`config.mk`:
```
export PLATFORM = sky130hd
export DESIGN_NAME = fifo_wr_arb
export DESIGN_NICKNAME = d
export VERILOG_FILES = /design/src/rtl/fifo_arb_pkg.sv /design/src/rtl/rr_pick.sv /design/src/rtl/fifo_wr_arb.sv
export SDC_FILE = /design/constraint.sdc
export NUM_CORES = 1
export LEC_CHECK = 0
export CAP_MARGIN = 40
export CORE_ASPECT_RATIO = 1.2
export CORE_MARGIN = 2
export CORE_UTILIZATION = 25
export DETAILED_ROUTE_END_ITERATION = 8
export PLACE_DENSITY = 0.79
export SLEW_MARGIN = 20
export SYNTH_ARGS = -nofsm -noshare
export SYNTH_HDL_FRONTEND = slang
export SYNTH_HIERARCHICAL = 1
export SYNTH_SLANG_ARGS = --single-unit
```
`constraint.sdc`:
```
create_clock -name wclk -period 2.1 [get_ports wclk]
set_clock_uncertainty 0.05 [all_clocks]
set_input_delay 0.315 -clock wclk [delete_from_list [all_inputs] [get_ports wclk]]
set_output_delay 0.315 -clock wclk [all_outputs]
set_load 0.005 [all_outputs]
```
`src/rtl/fifo_arb_pkg.sv`:
```
// Shared definitions for the FIFO write arbiter: FSM state encoding and
// width helpers used to size grant indices and the beat counter.
package fifo_arb_pkg;

    // Arbiter FSM states: waiting for a request, or streaming a granted burst.
    typedef enum logic {
        ST_IDLE  = 1'b0,
        ST_BURST = 1'b1
    } arb_state_e;

    // Width of a requester index; never narrower than one bit.
    function automatic int unsigned idw_f(input int unsigned n);
        return (n <= 2) ? 32'd1 : 32'($clog2(n));
    endfunction

    // Beat counter width: must hold the value BURST itself.
    function automatic int unsigned cnt_w_f(input int unsigned burst);
        return 32'($clog2(burst)) + 32'd1;
    endfunction

endpackage : fifo_arb_pkg

```
`src/rtl/rr_pick.sv`:
```
// Round-robin picker: scans upward from last_grant+1 (wrapping modulo NREQ)
// and reports the first asserted request.
//   req        - request vector, one bit per requester
//   last_grant - index of the previously served requester
//   valid      - at least one request present
//   index      - winning requester index (0 when valid is low)
module rr_pick
    import fifo_arb_pkg::*;
#(
    parameter  int unsigned NREQ = 4,
    localparam int unsigned IDW  = idw_f(NREQ)
) (
    input  logic [NREQ-1:0] req,
    input  logic [IDW-1:0]  last_grant,
    output logic            valid,
    output logic [IDW-1:0]  index
);

    // Offset 1 is checked first so the last winner has lowest priority.
    always_comb begin
        int unsigned idx;
        idx   = 0;
        valid = 1'b0;
        index = '0;
        for (int unsigned k = 1; k <= NREQ; k++) begin
            idx = (32'(last_grant) + k) % NREQ;
            if (!valid && req[IDW'(idx)]) begin
                valid = 1'b1;
                index = IDW'(idx);
            end
        end
    end

endmodule : rr_pick

```
`src/rtl/fifo_wr_arb.sv`:
```
// Round-robin write arbiter in front of a FIFO write port. A requester is
// granted for a burst of up to BURST beats; the burst ends early on an
// almost-full write or when the granted requester drops valid. The FIFO
// strobe and ready are combinational so back-pressure acts in the same cycle.
//
// Optional build macro FIFO_WR_ARB_TAG_EN: prefix fifo_wdata with grant_id.
//
// Ports:
//   wclk, wrst_n  - clock, asynchronous active-low reset
//   req_valid     - per-requester word valid
//   req_data      - packed payloads, requester i at [i*DSIZE +: DSIZE]
//   req_ready     - accept to the granted requester (one-hot or zero)
//   fifo_winc     - FIFO write strobe
//   fifo_wdata    - FIFO write data ({grant_id, payload} when tagged)
//   fifo_wfull    - FIFO full
//   fifo_awfull   - FIFO almost full
//   grant_id      - currently granted requester
//   busy          - burst in progress
module fifo_wr_arb
    import fifo_arb_pkg::*;
#(
    parameter  int unsigned NREQ  = 4,
    parameter  int unsigned DSIZE = 32,
    parameter  int unsigned BURST = 4,
    localparam int unsigned IDW   = idw_f(NREQ),
`ifdef FIFO_WR_ARB_TAG_EN
    localparam int unsigned DW    = DSIZE + IDW
`else
    localparam int unsigned DW    = DSIZE
`endif
) (
    input  logic                  wclk,
    input  logic                  wrst_n,
    input  logic [NREQ-1:0]       req_valid,
    input  logic [NREQ*DSIZE-1:0] req_data,
    output logic [NREQ-1:0]       req_ready,
    output logic                  fifo_winc,
    output logic [DW-1:0]         fifo_wdata,
    input  logic                  fifo_wfull,
    input  logic                  fifo_awfull,
    output logic [IDW-1:0]        grant_id,
    output logic                  busy
);

    localparam int unsigned CW = cnt_w_f(BURST);

    arb_state_e       state, state_nxt;
    logic [IDW-1:0]   last_grant, last_nxt, grant_nxt;
    logic [CW-1:0]    beat_cnt, beat_nxt, beat_inc;
    logic             pick_valid;
    logic [IDW-1:0]   pick_idx;
    logic             gnt_valid;
    logic             xfer;
    logic [DSIZE-1:0] lane [NREQ];

    rr_pick #(.NREQ(NREQ)) u_pick (
        .req        (req_valid),
        .last_grant (last_grant),
        .valid      (pick_valid),
        .index      (pick_idx)
    );

    // Unpack requester payloads for indexed selection.
    always_comb begin
        for (int unsigned i = 0; i < NREQ; i++) begin
            lane[i] = req_data[i*DSIZE +: DSIZE];
        end
    end

    assign gnt_valid = req_valid[grant_id];
    assign xfer      = (state == ST_BURST) && gnt_valid && !fifo_wfull;
    assign beat_inc  = beat_cnt + CW'(1);

    // Next-state: arbitrate in IDLE, count beats and detect burst end in BURST.
    always_comb begin
        state_nxt = state;
        grant_nxt = grant_id;
        last_nxt  = last_grant;
        beat_nxt  = beat_cnt;
        case (state)
            ST_IDLE: begin
                if (pick_valid && !fifo_wfull) begin
                    state_nxt = ST_BURST;
                    grant_nxt = pick_idx;
                    beat_nxt  = '0;
                end
            end
            ST_BURST: begin
                if (xfer) begin
                    beat_nxt = beat_inc;
                end
                if (!gnt_valid || (xfer && (beat_inc == CW'(BURST) || fifo_awfull))) begin
                    state_nxt = ST_IDLE;
                    last_nxt  = grant_id;
                end
            end
            default: state_nxt = ST_IDLE;
        endcase
    end

    // State register; reset leaves requester 0 first in line.
    always_ff @(posedge wclk or negedge wrst_n) begin
        if (!wrst_n) begin
            state      <= ST_IDLE;
            grant_id   <= '0;
            last_grant <= IDW'(NREQ - 1);
            beat_cnt   <= '0;
            busy       <= 1'b0;
        end else begin
            state      <= state_nxt;
            grant_id   <= grant_nxt;
            last_grant <= last_nxt;
            beat_cnt   <= beat_nxt;
            busy       <= (state_nxt == ST_BURST);
        end
    end

    // Write-side outputs follow fifo_wfull within the cycle.
    assign fifo_winc = xfer;
    assign req_ready = ((state == ST_BURST) && !fifo_wfull) ? (NREQ'(1) << grant_id) : '0;

`ifdef FIFO_WR_ARB_TAG_EN
    assign fifo_wdata = {grant_id, lane[grant_id]};
`else
    assign fifo_wdata = lane[grant_id];
`endif

endmodule : fifo_wr_arb

```
==> impl_results.md <==
- Status: finished, final reports clean
- Worst-Skew Late Latency: 0.24 ns
- Sw Share: 33.7%
- Net Sw Power: 1.07 mW
- Grt met3 use: 4.35%
- Slowest library cell on the worst path: dfrtp_2
- Largest net degree at the start of global routing: 40
- Met2 GRT Util: 42.3%
- Syn Inst Count: 95
- Starting DRC count in detailed routing: 44
- Fin Hold WS: 0.323 ns
- First-pass GRT wire length: 10800 µm
- Drt wl/cell: 20.5 µm
- Fin. max-slew vios: 0
- Top Family by Delay on Critical Path: buffers and inverters
- Layout cell share with drive strength beyond 1: 25.3%
- Max VDD drop: 0.000524 V
- Slack of the critical path: 0.0298 ns
- Global-route met1 utilization: 27.5%
- Final nets: 428
- Drt via density: 5.11
- Area of the core: 5190 µm²
- PD cells: 939 nW/µm²
- Final Power: 3.18 mW
- CTS tree: done
- Leakage power: 1.39 nW
- Fin crit share: 98.6%
- # IOs: 176
- Multi-input gate area: 1070 µm²
- Leading cell types in the layout, fill and taps excluded: 138 x clkdlybuf4s50_1, 33 x mux4_2, 27 x dlygate4sd2_1
- Highest net fanout along the worst path: 7
- Synth Area in XOR/XNOR: 0.662%
- Die height: 83.7 µm
- DRC violations left: 0
- Total clock sinks: 8
- Post-detail-place hpwl: 5970 µm
- Netlist cell types: 34
- IO Port Bufs: 175
- Total Neg Setup Slack: 0 ns
- Initial Utilization: 25.5%
- DP Area: 3240 µm²
- Worst Path Buf+Inv: 4
- Reg clk slew, reported paths: 0.05 ns
- Root buffer cell: clkbuf_8
- CP Depth: 5
- Crit. End Element: primary output
- # diodes: 0
- Final wirelength: 7190 µm
- Die ar.: 5900 µm²
- GRT Util Overall: 23.7%
- Synth top area share: 56.1%
- Gr busiest metal: met2
- Synthesized net count: 233
- Fmax: 483 MHz
- Synth Warn #: 6
- Worst rel slew slack: 73.2%
- Cell Rows: 29
- Commonest non-fill, non-tap cell in the layout: clkdlybuf4s50_1
- Maximum root-to-sink buffer count: 2
- Number of enable flip-flop cells after synthesis: 0
- Clock share of power: 6.3%
- Final Hold Vio Count: 0
- Gpl congestion: 0.869
- Post-route cell area: 3390 µm²
- Worst Tran Pin Value: 0.401 ns
- Delay of the slowest critical-path stage: 0.42 ns
- Post-synth ARST share: 100%
- Die width: 70.4 µm
- Pint: 2.11 mW
- Data required, critical path: 1.74 ns
- Initial antenna violation count: 0
- R2R depth: 6
- Worst path cell trace: buf_12 > buf_16 > buf_4 > mux4_2 > clkdlybuf4s15_1
- Register area share after synthesis: 15.3%
- Adder-cell area share of the yosys netlist: 1.89%
- H-tree depth: 1
- Compound-Gate Fraction of Synth Area: 7.84%
- Area leader, netlist: mux4_2
- Fill cell count: 411
- 1st-pass router iterations: 4
- ANT nets after route: 0
- Grt ovf: 0
- Final setup viols: 0
- Area grow syn2layout: 156%
- Portion of netlist area occupied by mux cells: 61.2%
- Largest family of logic cells by synthesized area: multiplexers
- Top FF cell, synth: dfrtp_1
- Register area: 204 µm²
- Top cells by area, synth: mux4_2 56%, dfrtp_1 11%, dfstp_2 4.0%
- Num CTS Buffers: 3
- CP Launch Type: register
- Dpl ws: -0.154 ns
- Comb pwr share: 83.3%
- Hold Crit Class: in -> async
- Critical path class: reg -> out
- Avg Inst Size Synth: 13.9 µm²
- Max cap viols: 0
- Routed vias: 1793
- Vias in the first global route: 1902
- Minimum clock period: 2.07 ns
- Post-Synthesis Cell Area: 1320 µm²
- Seq pwr share: 10.4%
- Yosys reg bits: 8
- CP arrival: 1.71 ns
- Post-Synth Simple-Gate Area: 9.26%
==> final cells by class <==
cell class / count / share of cell area [%]
timing repair buffer: 199 / 58.5
multi-input combinational: 76 / 31.6
sequential: 8 / 6.01
tap: 62 / 2.29
clock buffer: 4 / 1.33
inverter: 2 / 0.221
==> stage by stage <==
step / std cells / utilization [%]
after floorplan: 95 / -
after global placement: 335 / 62.4
after detailed placement: 335 / 62.4
after CTS: 350 / 64.7
after global routing: 351 / 65.3
final: 351 / 65.3
==> what timing repair did <==
action | CTS | global route
setup buffers | 10 | 0
cloned | 1 | 1
resized for setup | 49 | 6
hold buffers | 0 | 0
endpoints found under the setup margin | 33 | 7
==> path summary, 6_finish.rpt <==
| kind | start | slack, ns | end |
|---|---|---|---|
| hold / removal | wrst_n | 0.32 | beat_cnt[2] |
| max in group asynchronous | wrst_n | 1.35 | last_grant[0] |
| setup / recovery | grant_id[0] | 0.03 | fifo_wdata[6] |
| setup reg to reg | grant_id[0] | 0.12 | last_grant[1] |
| min in group wclk | beat_cnt[2] | 0.50 | beat_cnt[2] |
| hold reg to reg | beat_cnt[2] | 0.50 | beat_cnt[2] |
==> state kept, by name, summed over array words and instances (netlist names) <==
register and flops:
state 1, grant_id 2, beat_cnt 3, last_grant 2
==> metal layers <==
layer	wire (µm)	vias to the layer above
li1	-	800
met4	259	0
met2	3810	93
met1	2630	884
met3	491	16
met5	0	-
==> cell usage after synthesis, types with 2 or more instances <==
| library cell | instances |
|---|---|
| dfrtp_1 | 6 |
| nor2_1 | 3 |
| mux2_2 | 2 |
| a22o_1 | 2 |
| o21ai_1 | 2 |
| nand3_1 | 2 |
| ha_1 | 2 |
| clkbuf_1 | 4 |
| dfstp_2 | 2 |
| mux2_1 | 3 |
| nand2_1 | 3 |
| nor3b_1 | 3 |
| nand2b_1 | 4 |
| mux4_2 | 33 |
| buf_2 | 2 |
| inv_1 | 2 |
| a21oi_1 | 2 |
| buf_4 | 2 |
==> cell families after synthesis <==
| logic type | after synthesis |
|---|---|
| buffers and inverters | 11 |
| AND/OR/NAND/NOR | 21 |
| flip-flops | 8 |
| adder cells (fa/ha/maj) | 2 |
| AO/OA/AOI/OAI | 13 |
| multiplexers | 39 |
| XOR/XNOR | 1 |
==> power groups by stage <==
| stage | registers (mW) | logic, mW | clock network (mW) |
|---|---|---|---|
| 2_1_floorplan | 0.310 | 1.25 | 0 |
| 3_3_place_gp | 0.348 | 2.55 | 0 |
| 3_5_place_dp | 0.350 | 2.58 | 0 |
| 4_1_cts | 0.326 | 2.63 | 0.206 |
| 5_1_grt | 0.342 | 2.83 | 0.216 |
| 6_report | 0.330 | 2.65 | 0.202 |
Note: power is estimated with default switching activity, not from simulation.
